### config.mk
export PLATFORM = sky130hd
export DESIGN_NAME = if_id_buffer_flat
export DESIGN_NICKNAME = d
export VERILOG_FILES = /design/src/rtl/if_id_buffer_if.sv /design/src/rtl/if_id_buffer.sv /design/src/flat_wrapper.sv
export SDC_FILE = /design/constraint.sdc
export NUM_CORES = 1
export LEC_CHECK = 0
export BUFFER_PORTS_ARGS = -buffer_cell sky130_fd_sc_hd__buf_4
export CORE_AREA = 2 2 81 83
export CTS_CLUSTER_SIZE = 30
export DETAILED_ROUTE_END_ITERATION = 12
export DIE_AREA = 0 0 83 85
export PLACE_DENSITY = 0.83
export SYNTH_ARGS = -nofsm -noshare
export SYNTH_HDL_FRONTEND = slang
export SYNTH_SLANG_ARGS = --single-unit
### constraint.sdc
create_clock -name clk -period 2.8 [get_ports clk]
set_clock_uncertainty 0.05 [all_clocks]
set_input_delay 0 -clock clk [delete_from_list [all_inputs] [get_ports clk]]
set_output_delay 0 -clock clk [all_outputs]
set_load 0.1 [all_outputs]
### src/rtl/if_id_buffer_if.sv
// Fetch/decode handshake bundle for the IF/ID buffer.
// The master side is fetch plus decode; the slave side is the buffer.
interface if_id_buffer_if;
    logic        if_valid;
    logic [15:0] if_instr;
    logic [15:0] if_pc2;
    logic        if_ready;
    logic        flush;
    logic        id_ready;
    logic        id_valid;
    logic [15:0] id_instr;
    logic [15:0] id_pc2;
    logic        halted;

    modport master (
        output if_valid, if_instr, if_pc2,
        output flush, id_ready,
        input  if_ready, id_valid, id_instr,
        input  id_pc2, halted
    );

    modport slave (
        input  if_valid, if_instr, if_pc2,
        input  flush, id_ready,
        output if_ready, id_valid, id_instr,
        output id_pc2, halted
    );
endinterface

### src/rtl/if_id_buffer.sv
// Two-entry IF/ID buffer: a head register and a skid register.
// Outputs come only from registers, and a popped HALT word parks the block.
module if_id_buffer #(
    parameter logic [15:0] NOP_INSTR   = 16'h0800,
    parameter logic [4:0]  HALT_OPCODE = 5'b00000
) (
    input logic           clk,
    input logic           rst,
    if_id_buffer_if.slave bus
);

    typedef enum logic [1:0] {
        EMPTY  = 2'd0,
        ONE    = 2'd1,
        FULL   = 2'd2,
        HALTED = 2'd3
    } state_t;

    state_t      state_q, state_d;
    logic        ready_q, ready_d;
    logic [15:0] head_instr_q, head_instr_d;
    logic [15:0] head_pc2_q, head_pc2_d;
    logic [15:0] skid_instr_q, skid_instr_d;
    logic [15:0] skid_pc2_q, skid_pc2_d;

    logic        head_valid;
    logic        push;
    logic        pop;
    logic        halt_pop;

    assign head_valid = (state_q == ONE) || (state_q == FULL);
    assign push       = bus.if_valid && ready_q;
    assign pop        = head_valid && bus.id_ready;
    assign halt_pop   = pop && (head_instr_q[15:11] == HALT_OPCODE);

    assign bus.if_ready = ready_q;
    assign bus.id_valid = head_valid;
    assign bus.id_instr = head_valid ? head_instr_q : NOP_INSTR;
    assign bus.id_pc2   = head_valid ? head_pc2_q : 16'h0000;
    assign bus.halted   = (state_q == HALTED);

    // Next state and entry contents; halt beats flush, flush beats push/pop.
    always_comb begin
        state_d      = state_q;
        head_instr_d = head_instr_q;
        head_pc2_d   = head_pc2_q;
        skid_instr_d = skid_instr_q;
        skid_pc2_d   = skid_pc2_q;

        if (state_q != HALTED) begin
            if (halt_pop || bus.flush) begin
                state_d      = halt_pop ? HALTED : EMPTY;
                head_instr_d = 16'h0000;
                head_pc2_d   = 16'h0000;
                skid_instr_d = 16'h0000;
                skid_pc2_d   = 16'h0000;
            end else begin
                case (state_q)
                    EMPTY: begin
                        if (push) begin
                            state_d      = ONE;
                            head_instr_d = bus.if_instr;
                            head_pc2_d   = bus.if_pc2;
                        end
                    end
                    ONE: begin
                        if (push && pop) begin
                            head_instr_d = bus.if_instr;
                            head_pc2_d   = bus.if_pc2;
                        end else if (push) begin
                            state_d      = FULL;
                            skid_instr_d = bus.if_instr;
                            skid_pc2_d   = bus.if_pc2;
                        end else if (pop) begin
                            state_d = EMPTY;
                        end
                    end
                    FULL: begin
                        if (pop) begin
                            state_d      = ONE;
                            head_instr_d = skid_instr_q;
                            head_pc2_d   = skid_pc2_q;
                        end
                    end
                    default: begin
                        state_d = state_q;
                    end
                endcase
            end
        end

        ready_d = (state_d == EMPTY) || (state_d == ONE);
    end

    // State, ready flag and both entries; reset wins over everything.
    always_ff @(posedge clk) begin
        if (rst) begin
            state_q      <= EMPTY;
            ready_q      <= 1'b1;
            head_instr_q <= 16'h0000;
            head_pc2_q   <= 16'h0000;
            skid_instr_q <= 16'h0000;
            skid_pc2_q   <= 16'h0000;
        end else begin
            state_q      <= state_d;
            ready_q      <= ready_d;
            head_instr_q <= head_instr_d;
            head_pc2_q   <= head_pc2_d;
            skid_instr_q <= skid_instr_d;
            skid_pc2_q   <= skid_pc2_d;
        end
    end

endmodule

### src/flat_wrapper.sv
// flat-port wrapper written by rule: the top's interface ports become plain ports
module if_id_buffer_flat 
#(
    parameter logic [15:0] NOP_INSTR   = 16'h0800,
    parameter logic [4:0]  HALT_OPCODE = 5'b00000
)
  (clk, rst, bus_if_valid, bus_if_instr, bus_if_pc2, bus_flush, bus_id_ready, bus_if_ready, bus_id_valid, bus_id_instr, bus_id_pc2, bus_halted);
  if_id_buffer_if bus_i ();
  input logic clk;
  input logic rst;
  input wire logic [$bits(bus_i.if_valid)-1:0] bus_if_valid;
  input wire logic [$bits(bus_i.if_instr)-1:0] bus_if_instr;
  input wire logic [$bits(bus_i.if_pc2)-1:0] bus_if_pc2;
  input wire logic [$bits(bus_i.flush)-1:0] bus_flush;
  input wire logic [$bits(bus_i.id_ready)-1:0] bus_id_ready;
  output wire logic [$bits(bus_i.if_ready)-1:0] bus_if_ready;
  output wire logic [$bits(bus_i.id_valid)-1:0] bus_id_valid;
  output wire logic [$bits(bus_i.id_instr)-1:0] bus_id_instr;
  output wire logic [$bits(bus_i.id_pc2)-1:0] bus_id_pc2;
  output wire logic [$bits(bus_i.halted)-1:0] bus_halted;
  assign bus_i.if_valid = bus_if_valid;
  assign bus_i.if_instr = bus_if_instr;
  assign bus_i.if_pc2 = bus_if_pc2;
  assign bus_i.flush = bus_flush;
  assign bus_i.id_ready = bus_id_ready;
  assign bus_if_ready = bus_i.if_ready;
  assign bus_id_valid = bus_i.id_valid;
  assign bus_id_instr = bus_i.id_instr;
  assign bus_id_pc2 = bus_i.id_pc2;
  assign bus_halted = bus_i.halted;
  if_id_buffer #(.NOP_INSTR(NOP_INSTR), .HALT_OPCODE(HALT_OPCODE)) u_core (.clk(clk), .rst(rst), .bus(bus_i));
endmodule
==> run metrics, run 1 <==
RSZ-0062 raised after global routing false; DRT Pass-1 Iters 4; Die Y 85 microns; layout cells sized above 1 31.02%; Mean Syn Cell Area 9.815 sq um; synthesized area 3219 sq um; most frequent cells in the layout 80 x buf_4, 67 x nand2_1, 67 x dfxtp_1; Syn Inst Count 328; status finished, final reports clean; Cell variety after synth 36; CP peak stage delay 500 ps; Worst Path Required 2980 ps; CP startpoint kind flip-flop; Starting Density 51.89%; worst vdd ir 0.4141 mV; CP Buf/Inv Count 1; row count 29; Die Area 7055 sq um; most common cell after layout, fill and taps aside buf_4; Power Dens Cells 622.3 nW/um^2; grt ovf 0; EDFF count, synth 0; CTS hold repair buffers 34; initial DRC count 149; post-synthesis sequential area ratio 41.66%; crit path setup slack, layout 185.3 ps; clock latency on the worst-skew pair 340 ps; via count 2,863; worst slack, placed 228.6 ps; first-pass GRT wire length 13,770 microns; die width 83 microns; core area 6205 sq um; Slew @ Worst Pin 726.7 ps; TritonCTS Buffers 9; Sum Neg Setup Slack 0 ps; Post-synth ARST share 0%; post-CTS resize count 0; multi-input logic area 1739 sq um; GRT Util Overall 24.22%; CTS H-tree lvls 3; Reg area 1341 sq um; clock sinks 67; Synth Net Count 369; drt total wl 8317 microns; main flop type after synthesis dfxtp_1; net count of the finished layout 468; R2R Setup Slk 190 ps; Worst Path Max Fanout 32; Crit Path Class flip-flop to flip-flop; Fillers 490; Top Ports 72; leakage power total 1.813 nW; Max-Cap Viols 0; Top Family by Delay on Critical Path compound AO/OA/AOI/OAI gates; WP data arrival 2800 ps; Yosys warning total 0; RePlAce Congestion 0.8600; DP Area 3812 sq um; Root Buffer clkbuf_8; vias in the first global route 2,995; WL per Instance 16.34 microns; register bit total from synthesis 67; Crit. End Element flip-flop; cell area after layout 4320 sq um; initial antenna violation count 0; Peak Freq 0.3825 GHz; setup repair bufs after CTS 0; Final ANT Viol Nets 0; Layout area overhead 34.20%; fin crit share 93.38%; Final setup viols 0; CTS tree done; Vias/cell 5.625; residual DRC count 0; post-route minimum period 2615 ps; clock tree buffer depth 2; Worst path slowest cell or4bb_1; Hold Slack 113.6 ps; worst-path cell chain inv_1 > ha_2 > or4bb_1 > o311a_1 > a32o_2 > a32o_1; Final Hold Vio Count 0; pin count of the biggest net entering global routing 36; DPL Wire Length 5159 microns; Max Slew Vio Count 0; PortBufs 71; ant diodes 0; clock-pin transition on the worst setup and hold timing paths 80 ps; slew margin rel. 51.56%; worst hold-check path type input pin to flip-flop
==> cell usage after synthesis (all sizes together) (2+ instances only) <==
cell	number	area [sq um]
dfxtp	67	1341
nand2	67	251.5
a32o	33	331.6
and2	32	200.2
mux2	32	360.4
mux2i	32	320.3
clkbuf	14	52.55
buf	13	88.83
ha	4	50.05
nand3	4	20.02
inv	3	11.26
nor3	3	15.01
o21ai	3	15.01
nor2	2	7.510
==> registers in the layout (all words and copies together), names as in the netlist <==
register and cells:
u_core.bus.if_ready 1, u_core.skid_pc2_q 16, u_core.head_pc2_q 16, u_core.skid_instr_q 16, u_core.state_q 2, u_core.head_instr_q 16
==> layer usage <==
metal  part of all wire [%]  global-route usage, %  up-vias
met4                    1.3                  9.538        0
met1                     42                  27.61     1405
met2                     53                  45.16       72
met3                    4.0                  3.988       14
met5                      0                      0        -
li1                       -                      -     1372
==> worst register-to-register path, cell delays in order, from the launching register on <==
cell	delay (ps)
dfxtp_1	420
inv_1	110
ha_2	450
or4bb_1	510
o311a_1	170
a32o_2	500
a32o_1	310
==> logic make-up after synthesis <==
| logic type | after synthesis | share of synthesized area (%) |
|---|---|---|
| buffers and inverters | 31 | 4.858 |
| AOI/OAI and AO/OA | 46 | 13.37 |
| DFF | 67 | 41.66 |
| adders and majority gates | 4 | 1.555 |
| xor gates and xnor gates | 1 | 0.2721 |
| muxes | 64 | 21.14 |
| and+or+nand+nor | 115 | 17.14 |
==> final cells by class <==
cell class | instances | area share [%]
clock buffers | 9 | 2.867
clock inverters | 7 | 1.014
inverters | 4 | 0.3475
multi-input cells | 230 | 40.25
flip-flops and latches | 67 | 31.05
well taps | 77 | 2.230
repair buffers | 115 | 22.24
==> report_power, final <==
group | switching [mW] | total [mW] | internal (mW)
clock | 0.383 | 0.700 | 0.317
combinational | 0.551 | 0.893 | 0.342
sequential | 0.0502 | 1.10 | 1.05
total | 0.984 | 2.69 | 1.70
==> through the flow <==
| step | total power, mW | utilization, % | cells |
|---|---|---|---|
| CTS | 2.695 | 69.63 | 509 |
| floorplan | 1.758 | - | 328 |
| finish | 2.689 | 69.63 | 509 |
| detailed placement | 1.966 | 61.44 | 459 |
| global route | 2.800 | 69.63 | 509 |
| global placement | 1.941 | 61.44 | 459 |
==> worst paths after layout <==
check | startpoint | end | cells past startpoint
worst max-delay path | u_core.state_q[1]$_SDFF_PP0_ | u_core.head_instr_q[6]$_SDFFE_PP0P_ | 6
worst min-delay path | bus_id_ready | u_core.state_q[0]$_SDFF_PP0_ | 5
worst max register to register | u_core.state_q[1]$_SDFF_PP0_ | u_core.head_instr_q[6]$_SDFFE_PP0P_ | 6
worst min register to register | u_core.skid_instr_q[9]$_SDFFE_PP0P_ | u_core.skid_instr_q[9]$_SDFFE_PP0P_ | 2
Note: power is estimated with default switching activity, not from simulation.
==> inputs of run 2 (changes only) <==
Settings changed: CORE_AREA 2 2 81 83 to 2 2 104 106, DIE_AREA 0 0 83 85 to 0 0 106 108, PLACE_DENSITY 0.83 to 0.57.
==> run metrics, run 2 (synthesis gave the netlist of run 1 again) <==
Max Slew Vio Count 0; net count of the finished layout 470; Sum Neg Setup Slack 0 ps; Slew @ Worst Pin 728.7 ps; vias in the first global route 2,772; worst r2r src u_core.state_q[1]$_SDFF_PP0_; Layout area overhead 38.98%; CTS hold repair buffers 34; CP startpoint kind flip-flop; DP Area 3910 sq um; DRT Pass-1 Iters 4; Vias/cell 4.875; Final setup viols 0; DPL Wire Length 5702 microns; die width 106 microns; setup repair bufs after CTS 0; post-layout util 43.73%; Worst Path Required 2980 ps; first-pass GRT wire length 13,760 microns; post-CTS resize count 0; residual DRC count 0; grt ovf 0; Reg area 1341 sq um; Peak Freq 0.3916 GHz; clock sinks 67; Design Power 2.910 mW; Crit Path Class flip-flop to flip-flop; clock latency on the worst-skew pair 350 ps; PortBufs 71; CTS tree done; Die Area 11,450 sq um; Die Y 108 microns; initial DRC count 107; ant diodes 0; slew margin rel. 51.42%; origin of the worst setup path u_core.state_q[1]$_SDFF_PP0_; layout cells sized above 1 31.57%; CTS H-tree lvls 3; WP data arrival 2740 ps; most frequent cells in the layout 82 x buf_4, 67 x nand2_1, 67 x dfxtp_1; Crit. End Element flip-flop; GRT Util Overall 15.22%; row count 37; via count 2,779; reg2reg path depth 6; hold depth 4; initial antenna violation count 0; fin crit share 91.21%; clock tree buffer depth 2; clock-pin transition on the worst setup and hold timing paths 70 ps; Power Dens Cells 650.4 nW/um^2; min-delay src rst; status finished, final reports clean; Root Buffer clkbuf_8; multi-input logic area 1748 sq um; RePlAce Congestion 0.7632; RSZ-0062 raised after global routing false; core area 10,230 sq um; most common cell after layout, fill and taps aside buf_4; Max-Cap Viols 0; worst vdd ir 0.2780 mV; Fillers 1,010; pin count of the biggest net entering global routing 33; Top Ports 72; Worst Path Max Fanout 32; Final ANT Viol Nets 0; cell area after layout 4474 sq um; TritonCTS Buffers 9; Starting Density 31.47%; post-route minimum period 2554 ps; drt total wl 8474 microns; worst hold-check path type input pin to flip-flop; WL per Instance 14.87 microns; Final Hold Vio Count 0; leakage power total 1.853 nW
run 2: cell types whose count changed in the layout (fill, tap and decap cells not counted):
cell        before  now
bufinv_16        0    2
o31a_1           1    0
o31a_2           0    1
clkinvlp_4       2    0
clkinv_4         0    3
a21boi_2         1    0
buf_4           80   82
a21boi_4         0    1
clkinv_2         4    1
run 2: cell type report:
cell class | instances | area share, %
multi-input cells | 230 | 39.07
flip-flops and latches | 67 | 29.98
repair buffers | 117 | 21.81
well taps | 136 | 3.803
clock buffers | 9 | 2.768
clock inverters | 7 | 2.237
inverters | 4 | 0.3356
run 2: layer usage:
layer  vias to the layer above  track usage, %  part of all wire, %
met2                        65           26.13                   49
met5                         -               0                    0
met4                         0           4.511                 0.97
met1                      1333           19.44                   46
met3                         9           3.014                  4.5
li1                       1372               -                    -
run 2: where the power goes:
part           switching, mW  total (mW)  internal, mW
Clock                  0.405       0.913         0.508
Sequential            0.0474        1.09          1.04
Combinational          0.555       0.905         0.350
Total                   1.01        2.91          1.90
run 2: per-stage QoR:
| step | worst slack (ps) | cells | hold WS [ps] |
|---|---|---|---|
| after global routing | 111.4 | 570 | 47.36 |
| after global placement | 342.3 | 520 | 212.3 |
| after detailed placement | 277.9 | 520 | 219.6 |
| after floorplan | 28.41 | 328 | 88.81 |
| after CTS | 266.6 | 570 | 23.29 |
| final | 246.1 | 570 | 38.44 |
run 2: critical path, cell delays in order (launching register included):
cell	delay, ps
dfxtp_1	400
inv_1	100
ha_2	390
nand2_1	160
o31a_2	510
a32o_2	530
a32o_1	290
run 2: final timing paths:
path	end	slack (ps)
max	u_core.head_instr_q[2]$_SDFFE_PP0P_	250
min	u_core.state_q[0]$_SDFF_PP0_	40
max reg2reg	u_core.head_instr_q[2]$_SDFFE_PP0P_	250
min reg2reg	u_core.skid_instr_q[10]$_SDFFE_PP0P_	410
==> inputs of run 3 (changes only) <==
Settings changed: MAX_ROUTING_LAYER set to met4, RECOVER_POWER set to 50.
==> run metrics, run 3 (synthesis gave the netlist of run 1 again) <==
RePlAce Congestion 0.7734; Max-Cap Viols 0; vias in the first global route 2,775; Peak Freq 0.3950 GHz; Die Area 11,450 sq um; first-pass GRT wire length 13,770 microns; initial DRC count 107; CP startpoint kind flip-flop; TritonCTS Buffers 9; Root Buffer clkbuf_8; Crit Path Class flip-flop to flip-flop; Die Y 108 microns; Sum Neg Setup Slack 0 ps; DP Area 3910 sq um; RSZ-0062 raised after global routing false; DPL Wire Length 5702 microns; Worst Path Required 2980 ps; fin crit share 90.41%; CTS tree done; leakage power total 1.809 nW; WP data arrival 2710 ps; worst hold-check path type input pin to flip-flop; clock sinks 67; WL per Instance 14.82 microns; slew margin rel. 21.06%; Max Slew Vio Count 0; drt total wl 8446 microns; core area 10,230 sq um; clock-pin transition on the worst setup and hold timing paths 70 ps; Layout area overhead 35.64%; Final ANT Viol Nets 0; clock latency on the worst-skew pair 350 ps; die width 106 microns; ant diodes 0; Slew @ Worst Pin 1189 ps; residual DRC count 0; Power Dens Cells 659.9 nW/um^2; worst vdd ir 0.2727 mV; DRT Pass-1 Iters 4; Worst Path Max Fanout 32; Vias/cell 4.882; cell area after layout 4367 sq um; setup repair bufs after CTS 0; most frequent cells in the layout 67 x nand2_1, 67 x dfxtp_1, 46 x buf_4; PortBufs 71; via count 2,783; post-CTS resize count 0; Top Ports 72; net count of the finished layout 470; initial antenna violation count 0; Crit. End Element flip-flop; row count 37; GRT Util Overall 15.71%; pin count of the biggest net entering global routing 33; Final setup viols 0; CTS H-tree lvls 3; Starting Density 31.47%; layout cells sized above 1 30.65%; Final Hold Vio Count 0; status finished, final reports clean; post-route minimum period 2531 ps; clock tree buffer depth 2; grt ovf 0
-- run 3: changes by cell type in the layout (fill, tap and decap cells not counted) --
cell,before,now
buf_12,1,0
buf_4,82,46
clkbuf_4,0,1
clkbuf_1,0,4
clkbuf_2,0,32
-- run 3: final timing paths --
| check | startpoint | slack (ps) | to | cells past startpoint |
|---|---|---|---|---|
| hold / removal | rst | 40 | u_core.state_q[0]$_SDFF_PP0_ | 4 |
| setup / recovery | u_core.state_q[1]$_SDFF_PP0_ | 270 | u_core.head_instr_q[2]$_SDFFE_PP0P_ | 6 |
| hold reg to reg | u_core.skid_instr_q[10]$_SDFFE_PP0P_ | 410 | u_core.skid_instr_q[10]$_SDFFE_PP0P_ | 2 |
| setup reg to reg | u_core.state_q[1]$_SDFF_PP0_ | 270 | u_core.head_instr_q[2]$_SDFFE_PP0P_ | 6 |
-- run 3: routing by layer --
metal	global-route usage, %	share of wire [%]
met5	-	0
met1	19.52	46
met3	2.954	3.9
met2	26.22	49
met4	4.511	0.50
-- run 3: timing repair --
action | 4_1_cts | 5_1_grt
hold buffers | 34 | 0
setup endpoints to repair | 0 | 0
hold endpoints to repair | 51 | 0
-- run 3: power breakdown --
| group | total [mW] | switching, mW | internal, mW |
|---|---|---|---|
| clock network | 0.911 | 0.403 | 0.508 |
| logic | 0.878 | 0.551 | 0.327 |
| registers | 1.09 | 0.0476 | 1.04 |
| total | 2.88 | 1.00 | 1.88 |
-- run 3: worst max-delay path, stage by stage, from the launching register on --
cell and delay (ps):
dfxtp_1 400, inv_1 100, ha_2 390, nand2_1 160
o31a_2 510, a32o_2 530, a32o_1 290
-- run 3: layout make-up --
type                       count  area, sq um
timing repair buffer         117        868.3
multi-input combinational    230         1748
inverter                       4        15.01
fill                        1025         5864
clock inverter                 7        100.1
tap                          136        170.2
sequential                    67         1341
clock buffer                   9        123.9
-- run 3: through the flow --
step                      util [%]  cells  hold WS [ps]  setup WS [ps]  total power, mW
after floorplan                  -    328         88.81          28.41            1.758
after global placement       38.22    520         212.3          342.3            1.977
after detailed placement     38.22    520         219.6          277.9            1.989
after CTS                    43.73    570         23.29          266.6            2.940
after global routing         42.68    570         47.36          113.0            3.029
final                        42.68    570         36.82          268.5            2.881
